===== src/rtl/saturn_fetch_if.sv =====
// Saturn fetch-stage signal bundle: decoder control, nibble memory bus and decoder feed.
// The master modport is the fetch stage; the slave modport is its environment.
interface saturn_fetch_if;
  logic        i_stall;
  logic        i_jump;
  logic [19:0] i_jump_addr;
  logic        o_bus_req;
  logic [19:0] o_bus_addr;
  logic        i_bus_ack;
  logic [3:0]  i_bus_nibble;
  logic [3:0]  o_nibble;
  logic [19:0] o_nibble_pc;
  logic        o_en_dec;
  logic [31:0] o_cycles;

  modport master (
    input  i_stall, i_jump, i_jump_addr, i_bus_ack, i_bus_nibble,
    output o_bus_req, o_bus_addr, o_nibble, o_nibble_pc, o_en_dec, o_cycles
  );

  modport slave (
    output i_stall, i_jump, i_jump_addr, i_bus_ack, i_bus_nibble,
    input  o_bus_req, o_bus_addr, o_nibble, o_nibble_pc, o_en_dec, o_cycles
  );
endinterface


===== src/rtl/saturn_fetch.sv =====
// Saturn nibble fetch stage: req/ack nibble bus into a prefetch FIFO feeding the decoder.
// Define SATURN_FETCH_CYCLES_EN to build the free-running 32-bit cycle counter on o_cycles.
module saturn_fetch #(
  parameter int          DEPTH    = 4,
  parameter logic [19:0] RESET_PC = 20'h00000
) (
  input logic            i_clk,
  input logic            i_reset_n,
  saturn_fetch_if.master bus
);
  localparam int            AW   = (DEPTH > 1) ? $clog2(DEPTH) : 1;
  localparam logic [AW:0]   FULL = (AW + 1)'(DEPTH);

  typedef enum logic [1:0] {S_BOOT, S_FETCH, S_REDIRECT} state_t;

  state_t        r_state, w_state_nxt;
  logic [19:0]   r_addr;
  logic [AW-1:0] r_wptr, r_rptr;
  logic [AW:0]   r_count;
  logic [3:0]    r_nib_mem [DEPTH];
  logic [19:0]   r_pc_mem  [DEPTH];
  logic          w_req, w_push, w_pop, w_empty;

  always_comb begin
    w_state_nxt = r_state;
    w_req       = 1'b0;
    w_pop       = 1'b0;
    w_empty     = (r_count == '0);
    case (r_state)
      S_BOOT:     w_state_nxt = S_FETCH;
      S_FETCH: begin
        // A redirect suppresses both the request and the pop in its own cycle.
        w_req = (r_count < FULL) && !bus.i_jump;
        w_pop = !w_empty && !bus.i_stall && !bus.i_jump;
        if (bus.i_jump) w_state_nxt = S_REDIRECT;
      end
      S_REDIRECT: w_state_nxt = bus.i_jump ? S_REDIRECT : S_FETCH;
      default:    w_state_nxt = S_BOOT;
    endcase
    w_push = w_req && bus.i_bus_ack;
  end

  always_ff @(posedge i_clk or negedge i_reset_n) begin
    if (!i_reset_n) begin
      r_state <= S_BOOT;
      r_addr  <= RESET_PC;
      r_wptr  <= '0;
      r_rptr  <= '0;
      r_count <= '0;
    end else begin
      r_state <= w_state_nxt;
      if (bus.i_jump) begin
        r_addr  <= bus.i_jump_addr;
        r_wptr  <= '0;
        r_rptr  <= '0;
        r_count <= '0;
      end else begin
        if (w_push) begin
          r_addr <= r_addr + 20'd1;
          r_wptr <= r_wptr + AW'(1);
        end
        if (w_pop) r_rptr <= r_rptr + AW'(1);
        case ({w_push, w_pop})
          2'b10:   r_count <= r_count + (AW + 1)'(1);
          2'b01:   r_count <= r_count - (AW + 1)'(1);
          default: r_count <= r_count;
        endcase
      end
    end
  end

  // FIFO storage carries no reset; emptiness is tracked solely by r_count.
  always_ff @(posedge i_clk) begin
    if (w_push) begin
      r_nib_mem[r_wptr] <= bus.i_bus_nibble;
      r_pc_mem[r_wptr]  <= r_addr;
    end
  end

  assign bus.o_bus_req   = w_req;
  assign bus.o_bus_addr  = r_addr;
  assign bus.o_en_dec    = w_pop;
  assign bus.o_nibble    = w_empty ? 4'h0 : r_nib_mem[r_rptr];
  assign bus.o_nibble_pc = w_empty ? r_addr : r_pc_mem[r_rptr];

`ifdef SATURN_FETCH_CYCLES_EN
  logic [31:0] r_cycles;

  always_ff @(posedge i_clk or negedge i_reset_n) begin
    if (!i_reset_n) r_cycles <= 32'h0;
    else            r_cycles <= r_cycles + 32'd1;
  end

  assign bus.o_cycles = r_cycles;
`else
  assign bus.o_cycles = 32'h0;
`endif
endmodule


===== src/flat_wrapper.sv =====
// flat-port wrapper written by rule: the top's interface ports become plain ports
module saturn_fetch_flat 
#(
  parameter int          DEPTH    = 4,
  parameter logic [19:0] RESET_PC = 20'h00000
)
  (i_clk, i_reset_n, bus_i_stall, bus_i_jump, bus_i_jump_addr, bus_i_bus_ack, bus_i_bus_nibble, bus_o_bus_req, bus_o_bus_addr, bus_o_nibble, bus_o_nibble_pc, bus_o_en_dec, bus_o_cycles);
  saturn_fetch_if bus_i ();
  input logic i_clk;
  input logic i_reset_n;
  input wire logic [$bits(bus_i.i_stall)-1:0] bus_i_stall;
  input wire logic [$bits(bus_i.i_jump)-1:0] bus_i_jump;
  input wire logic [$bits(bus_i.i_jump_addr)-1:0] bus_i_jump_addr;
  input wire logic [$bits(bus_i.i_bus_ack)-1:0] bus_i_bus_ack;
  input wire logic [$bits(bus_i.i_bus_nibble)-1:0] bus_i_bus_nibble;
  output wire logic [$bits(bus_i.o_bus_req)-1:0] bus_o_bus_req;
  output wire logic [$bits(bus_i.o_bus_addr)-1:0] bus_o_bus_addr;
  output wire logic [$bits(bus_i.o_nibble)-1:0] bus_o_nibble;
  output wire logic [$bits(bus_i.o_nibble_pc)-1:0] bus_o_nibble_pc;
  output wire logic [$bits(bus_i.o_en_dec)-1:0] bus_o_en_dec;
  output wire logic [$bits(bus_i.o_cycles)-1:0] bus_o_cycles;
  assign bus_i.i_stall = bus_i_stall;
  assign bus_i.i_jump = bus_i_jump;
  assign bus_i.i_jump_addr = bus_i_jump_addr;
  assign bus_i.i_bus_ack = bus_i_bus_ack;
  assign bus_i.i_bus_nibble = bus_i_bus_nibble;
  assign bus_o_bus_req = bus_i.o_bus_req;
  assign bus_o_bus_addr = bus_i.o_bus_addr;
  assign bus_o_nibble = bus_i.o_nibble;
  assign bus_o_nibble_pc = bus_i.o_nibble_pc;
  assign bus_o_en_dec = bus_i.o_en_dec;
  assign bus_o_cycles = bus_i.o_cycles;
  saturn_fetch #(.DEPTH(DEPTH), .RESET_PC(RESET_PC)) u_core (.i_clk(i_clk), .i_reset_n(i_reset_n), .bus(bus_i));
endmodule

===== config.mk =====
export PLATFORM = sky130hd
export DESIGN_NAME = saturn_fetch_flat
export DESIGN_NICKNAME = d
export VERILOG_FILES = /design/src/rtl/saturn_fetch_if.sv /design/src/rtl/saturn_fetch.sv /design/src/flat_wrapper.sv
export SDC_FILE = /design/constraint.sdc
export NUM_CORES = 1
export LEC_CHECK = 0
export CELL_PAD_IN_SITES_DETAIL_PLACEMENT = 0
export CELL_PAD_IN_SITES_GLOBAL_PLACEMENT = 1
export CORE_AREA = 2 2 142 144
export CTS_BUF_LIST = sky130_fd_sc_hd__clkbuf_8 sky130_fd_sc_hd__clkbuf_16
export DETAILED_ROUTE_END_ITERATION = 10
export DIE_AREA = 0 0 144 146
export PLACE_DENSITY_LB_ADDON = 0.1
export RECOVER_POWER = 100
export SYNTH_ARGS = -nofsm -noshare
export SYNTH_HDL_FRONTEND = slang
export SYNTH_SLANG_ARGS = --single-unit

===== constraint.sdc =====
create_clock -name i_clk -period 6.2 [get_ports i_clk]
set_input_delay 0.62 -clock i_clk [delete_from_list [all_inputs] [get_ports i_clk]]
set_output_delay 0.62 -clock i_clk [all_outputs]
set_load 0.02 [all_outputs]

==> results.toml <==
[place]
place.port_buffers = 74
dp_hpwl_um = 8800
place_area_um2 = 6670
place_congestion = 0.696

[setup_path]
critPathLaunchType = "input pin"
reg2reg_depth = 6
path_max_fanout = 40
r2r_start = "u_core.r_count[2]"
r2r_slack_ns = 2.93
cp.arrival_ns = 4.04
timing.rr.end = "u_core.r_count[2]"
end_kind = "primary output"
crit_type = "in -> out"
critical_path_required_ns = 5.58

[floorplan]
pin_count = 107
rows = 51
die_area_um2 = 21000
core_um2 = 19300
die_y_um = 146
initial_core_util_pct = 29.6
die_x_um = 144

[layout]
syn_to_final_growth_pct = 25.4
diodes = 0
design_area_um2 = 7170
drive_above_1_share_pct = 12.1
nets = 534
post-route-util_pct = 37.1

[yosys]
synthMuxAreaShare_pct = 9.83
yosysSeqAreaShare_pct = 63.1
synth_xor_area_share_pct = 1.84
yosys-top-cells-area = "edfxtp_1, dfrtp_1, mux4_2, nand2_1, buf_4"
synth-seq-cells = 125
synth_top_family_by_area = "simple AND/OR/NAND/NOR gates"
syn_avg_cell_area_um2 = 13.7
netlist_area_um2 = 5720
yosys.area.top_type = "edfxtp_1"
synth_compound_area_share_pct = 4.53
netlist.area_leader.share_pct = 50.4
async_flop_share_pct = 23.2
synthAdderAreaFrac_pct = 1.44
synthCells = 416
synth.distinct_cells = 47
yosys_warnings = 0
synth_edf_count = 96
yosys.area_share.simple_pct = 13.4
synth_flop_cell = "edfxtp_1"

[detailed_routing]
routedWlPerCell_um = 18.2
drc = 0
via_count = 3525
wl_um = 14100
drt_iter0_markers = 145
viasPerCell = 4.54
antenna_left = 0
firstDrtPassIters = 4

[clocking]
cts_num_sinks = 125
clock_path_buffers = 2
htree_levels = 4
cts_resized = 0
numCtsBuffers = 17
cts_hold_buf = 0
tritoncts = "built"
clk_pin_slew_ns = 0.05
post-cts-setup-buffers = 0
root_buffer = "clkbuf_16"
insertion_delay_ns = 0.41

[sta]
finalSetupTns_ns = 0
period_share_pct = 75.1
fin_crit_ns = 4.66
slew_violations = 98
rsz0062_at_grt = "no"
timing.fmax_mhz = 215
slew-limit-headroom_pct = -19.0
hold_viol = 0
setup_violations = 0
worstMarginPinSlew_ns = 1.78
clock_skew_ns = 0.00580

[global_route]
grt_max_degree = 41
grt_use_total_pct = 14.0
grt_pass1_wl_um = 21700
gr-total-overflow = 0
grt_pass1_vias = 3608
antenna_found_initial = 0

[status]
violations = "max-capacitance violations, max-slew violations"
status = "finished, violations left"

[power]
clkPwrFrac_pct = 33.5
intPower_mw = 1.86
p_switching_uw = 846
power_density_nw_per_um2 = 377
p_sw_share_pct = 31.3
seqPwrFrac_pct = 40.0
cellLeakagePower_nw = 2.63
p_comb_share_pct = 26.5
peakVddDrop_mv = 0.189

[job]
maxCapViolCount = 4

[min_path]
whs_path_depth = 2
hold_end = "u_core.r_rptr[1]"
hold_class = "reg -> reg"
hp-start = "u_core.r_rptr[1]"
[power by group through the flow]
| stage | combinational (mW) | sequential [mW] | clock [mW] |
|---|---|---|---|
| after floorplan | 0.468 | 1.07 | 0 |
| after global placement | 0.782 | 1.10 | 0 |
| after detailed placement | 0.784 | 1.10 | 0 |
| after CTS | 0.787 | 1.09 | 0.928 |
| after global routing | 0.792 | 1.10 | 0.973 |
| final | 0.717 | 1.08 | 0.906 |
[layout by cell type (no fill, tap or decap), drive strengths merged, types with 9 or more instances in the layout]
cell type      count
nand3             11
inv                9
o21ai             18
conb              32
clkbuf            20
nor2              11
and2               9
dfrtp             29
clkdlybuf4s50     24
edfxtp            96
mux4              24
dlygate4sd3       50
xor2               9
nand2             83
[state kept, by name, indices dropped and copies added (netlist names)]
signal and cells:
u_core.r_wptr 2, u_core.r_count 3, u_core.r_pc_mem 80, u_core.bus.o_bus_addr 20, u_core.r_state 2, u_core.r_nib_mem 16, u_core.r_rptr 2
[Yosys cell counts, types with 5 or more instances]
library cell	n
o21ai_0	9
and3_1	7
edfxtp_1	96
nand4_1	7
and2_1	8
buf_4	32
buf_2	5
o21ai_1	9
nor2_1	11
mux4_2	24
nand2_1	83
clkbuf_1	12
or3_1	7
dfrtp_1	29
nand3_1	10
xor2_1	9
ha_1	5
a31oi_1	6
[cell families after synthesis]
| family | count (synthesis) |
|---|---|
| muxes | 26 |
| and+or+nand+nor | 152 |
| other | 1 |
| xor gates and xnor gates | 12 |
| AOI/OAI and AO/OA | 40 |
| DFF | 125 |
| buffers and inverters | 54 |
| adders and majority gates | 6 |
[critical path: stages]
cell	delay, ns
dlygate4sd3_1	0.53
clkbuf_1	0.63
nor4b_1	1.43
dlygate4sd3_1	0.82
[stage by stage]
step	worst slack, ns	cells	hold WS (ns)	power, mW
2_1_floorplan	3.85	447	0.324	1.53
3_3_place_gp	2.95	745	0.534	1.88
3_5_place_dp	2.92	745	0.537	1.89
4_1_cts	2.74	777	0.559	2.80
5_1_grt	1.35	777	0.618	2.86
6_report	1.54	777	0.565	2.70
[worst max-delay path by stage]
stage	from	end	slack (ns)	cells past startpoint
4_1_cts	u_core.r_rptr[0]	bus_o_nibble_pc[9]	2.74	4
6_report	bus_i_jump	bus_o_bus_req	1.54	4
3_5_place_dp	bus_i_jump	bus_o_en_dec	2.92	5
5_1_grt	bus_i_jump	bus_o_bus_req	1.35	4
2_1_floorplan	bus_i_jump	u_core.r_nib_mem[0][0]	3.85	2
3_3_place_gp	bus_i_jump	bus_o_en_dec	2.95	5
[per-layer routing]
metal / routed length, µm / vias up / track usage (%)
li1: - / 1655 / -
met1: 6510 / 1778 / 18.7
met2: 6900 / 75 / 22.4
met3: 504 / 17 / 2.96
met4: 201 / 0 / 5.34
met5: 0 / - / 0
[cell type report]
type                            instances  area [µm²]
Multi-Input combinational cell        268        1870
Clock inverter                         15         118
Inverter                                3        11.3
Tap cell                              265         332
Fill cell                            1890       12200
Timing Repair Buffer                   84         805
Sequential cell                       125        3610
Clock buffer                           17         425
Note: power is estimated with default switching activity, not from simulation.
==> RTL edit, RTL diff (config.mk and constraints unchanged) <==
`DEPTH` is set to 4 in 2 places; all go to 8.
--- a/src/rtl/saturn_fetch.sv
+++ b/src/rtl/saturn_fetch.sv
@@ -1,7 +1,7 @@
 // Saturn nibble fetch stage: req/ack nibble bus into a prefetch FIFO feeding the decoder.
 // Define SATURN_FETCH_CYCLES_EN to build the free-running 32-bit cycle counter on o_cycles.
 module saturn_fetch #(
-  parameter int          DEPTH    = 4,
+  parameter int          DEPTH    = 8,
   parameter logic [19:0] RESET_PC = 20'h00000
 ) (
   input logic            i_clk,
--- a/src/flat_wrapper.sv
+++ b/src/flat_wrapper.sv
@@ -1,7 +1,7 @@
 // flat-port wrapper written by rule: the top's interface ports become plain ports
 module saturn_fetch_flat 
 #(
-  parameter int          DEPTH    = 4,
+  parameter int          DEPTH    = 8,
   parameter logic [19:0] RESET_PC = 20'h00000
 )
   (i_clk, i_reset_n, bus_i_stall, bus_i_jump, bus_i_jump_addr, bus_i_bus_ack, bus_i_bus_nibble, bus_o_bus_req, bus_o_bus_addr, bus_o_nibble, bus_o_nibble_pc, bus_o_en_dec, bus_o_cycles);
Formal check against the unedited RTL: not equivalent (a bounded check fails within 10 cycles, from zero or initial values and one cycle with i_reset_n low).
==> RTL edit against the unedited design <==
  * The flow still finishes with violations (max-capacitance violations, max-slew violations)
  * Final area increased by 54%
  * Final cell count up 20%
  * Sequential share of layout area grew 9.2 points
  * Sequential cell count is 99 higher
  * Power rose by 59%
  * Area after synthesis increased by 66%
  * Routed wire length up 36%
  * Combinational power up 55%
  * Worst setup slack lost 170 ps
  * Critical path type is now reg2out
  * Largest cell class unchanged
  * Highest routed layer unchanged
==> RTL edit: results <==
[grt]
grt_pass1_vias = 5197
use_met1 = 0.267
met3_usage = 0.0303
grt_use_met2 = 0.313
grt_pass1_wl_um = 30000

[min_path]
holdPathStages = 1

[synthesis]
synth_compound_area_frac = 0.0349
synthAdderAreaFrac = 0.00661
synth-edff-count = 192
synthTopCellsByCount = edfxtp_1 (192), nand2_1 (58), mux4_2 (48), o21ai_0 (43), buf_4 (34)
synth-xor-area-share = 0.0204
synth_area_leaders = edfxtp_1 (61%), mux4_2 (11%), dfrtp_1 (8.5%), mux2i_1 (2.9%), buf_4 (2.7%)
synthArstFlopShare = 0.143

[critical_path]
slowest_delay_ps = 1710
ff2ff_setup_slack_ps = 2360
crit_arrival_ps = 4210
rr_worst_depth = 4
cpMaxStageDelayCell = dfrtp_1

[route]
drtIter0Drc = 318
vias = 4943
wl_per_cell_um = 20.6
met1_length_um = 8530
wl_met3_um = 913

[place]
dp_slack_ps = 2500
gp_congestion = 0.763
dp_hpwl_um = 11100

[pwr]
peakVddDrop_mv = 0.224
p_leak_nw = 3.67

[sta]
worstMarginPinSlew_ps = 2740
fin_crit_sh = 0.779
slew_viol_final = 299
skew_ps = 5.36

[clocking]
clkLatencyLatePin_ps = 500
cts_buffer_depth = 3
cts_buffers = 23

[outcome]
status = finished, violations left
violations = max-capacitance violations, max-slew violations

[final_layout]
largest_reg_flops = 160
fin_nets = 683
fin_cells = 930

[flow_run]
drv_cap = 10
[RTL edit: changes by cell type after synthesis, moves of 6 or more]
cell and delta:
o21ai_1 -8, o21ai_0 +34, nand2_1 -25, nor2_1 +9, mux4_2 +24, or3_1 -6
and2_1 -7, edfxtp_1 +96, mux2i_1 +26
[RTL edit: final cells by class]
class                           instances  area share
Sequential cell                       224       0.595
Multi-Input combinational cell        313       0.238
Timing Repair Buffer                   84      0.0713
Clock buffer                           23      0.0522
Tap cell                              265      0.0300
Clock inverter                         18      0.0119
Inverter                                3     0.00102
[RTL edit: per-stage QoR]
stage                     hold slack [ps]  area (µm²)  power (W)
after floorplan                       324        9580    0.00263
after global placement                529       10400    0.00308
after detailed placement              571       10400    0.00311
after CTS                             533       11100    0.00441
after global routing                  601       11000    0.00451
final                                 583       11000    0.00429
[RTL edit: power groups by stage]
stage | clock [W] | combinational, W | sequential, W
after floorplan | 0 | 0.000790 | 0.00185
after global placement | 0 | 0.00117 | 0.00191
after detailed placement | 0 | 0.00118 | 0.00192
after CTS | 0.00133 | 0.00119 | 0.00189
after global routing | 0.00139 | 0.00121 | 0.00191
final | 0.00130 | 0.00111 | 0.00188
[RTL edit: worst paths after layout]
path,endpoint,from
max reg2reg,u_core.r_pc_mem[5][7],u_core.r_count[3]
min reg2reg,u_core.r_state[0],u_core.r_state[0]
min,u_core.r_state[0],u_core.r_state[0]
min in group asynchronous,u_core.bus.o_bus_addr[15],i_reset_n
max in group asynchronous,u_core.r_rptr[1],i_reset_n
max,bus_o_nibble_pc[17],u_core.r_rptr[0]
[RTL edit: worst max-delay path: cells and delay by family, from the launching register on]
family                 cells  cell delay [ps]
muxes                      2              680
AOI/OAI and AO/OA          1               80
buffers and inverters      2             1230
DFF                        1             1710
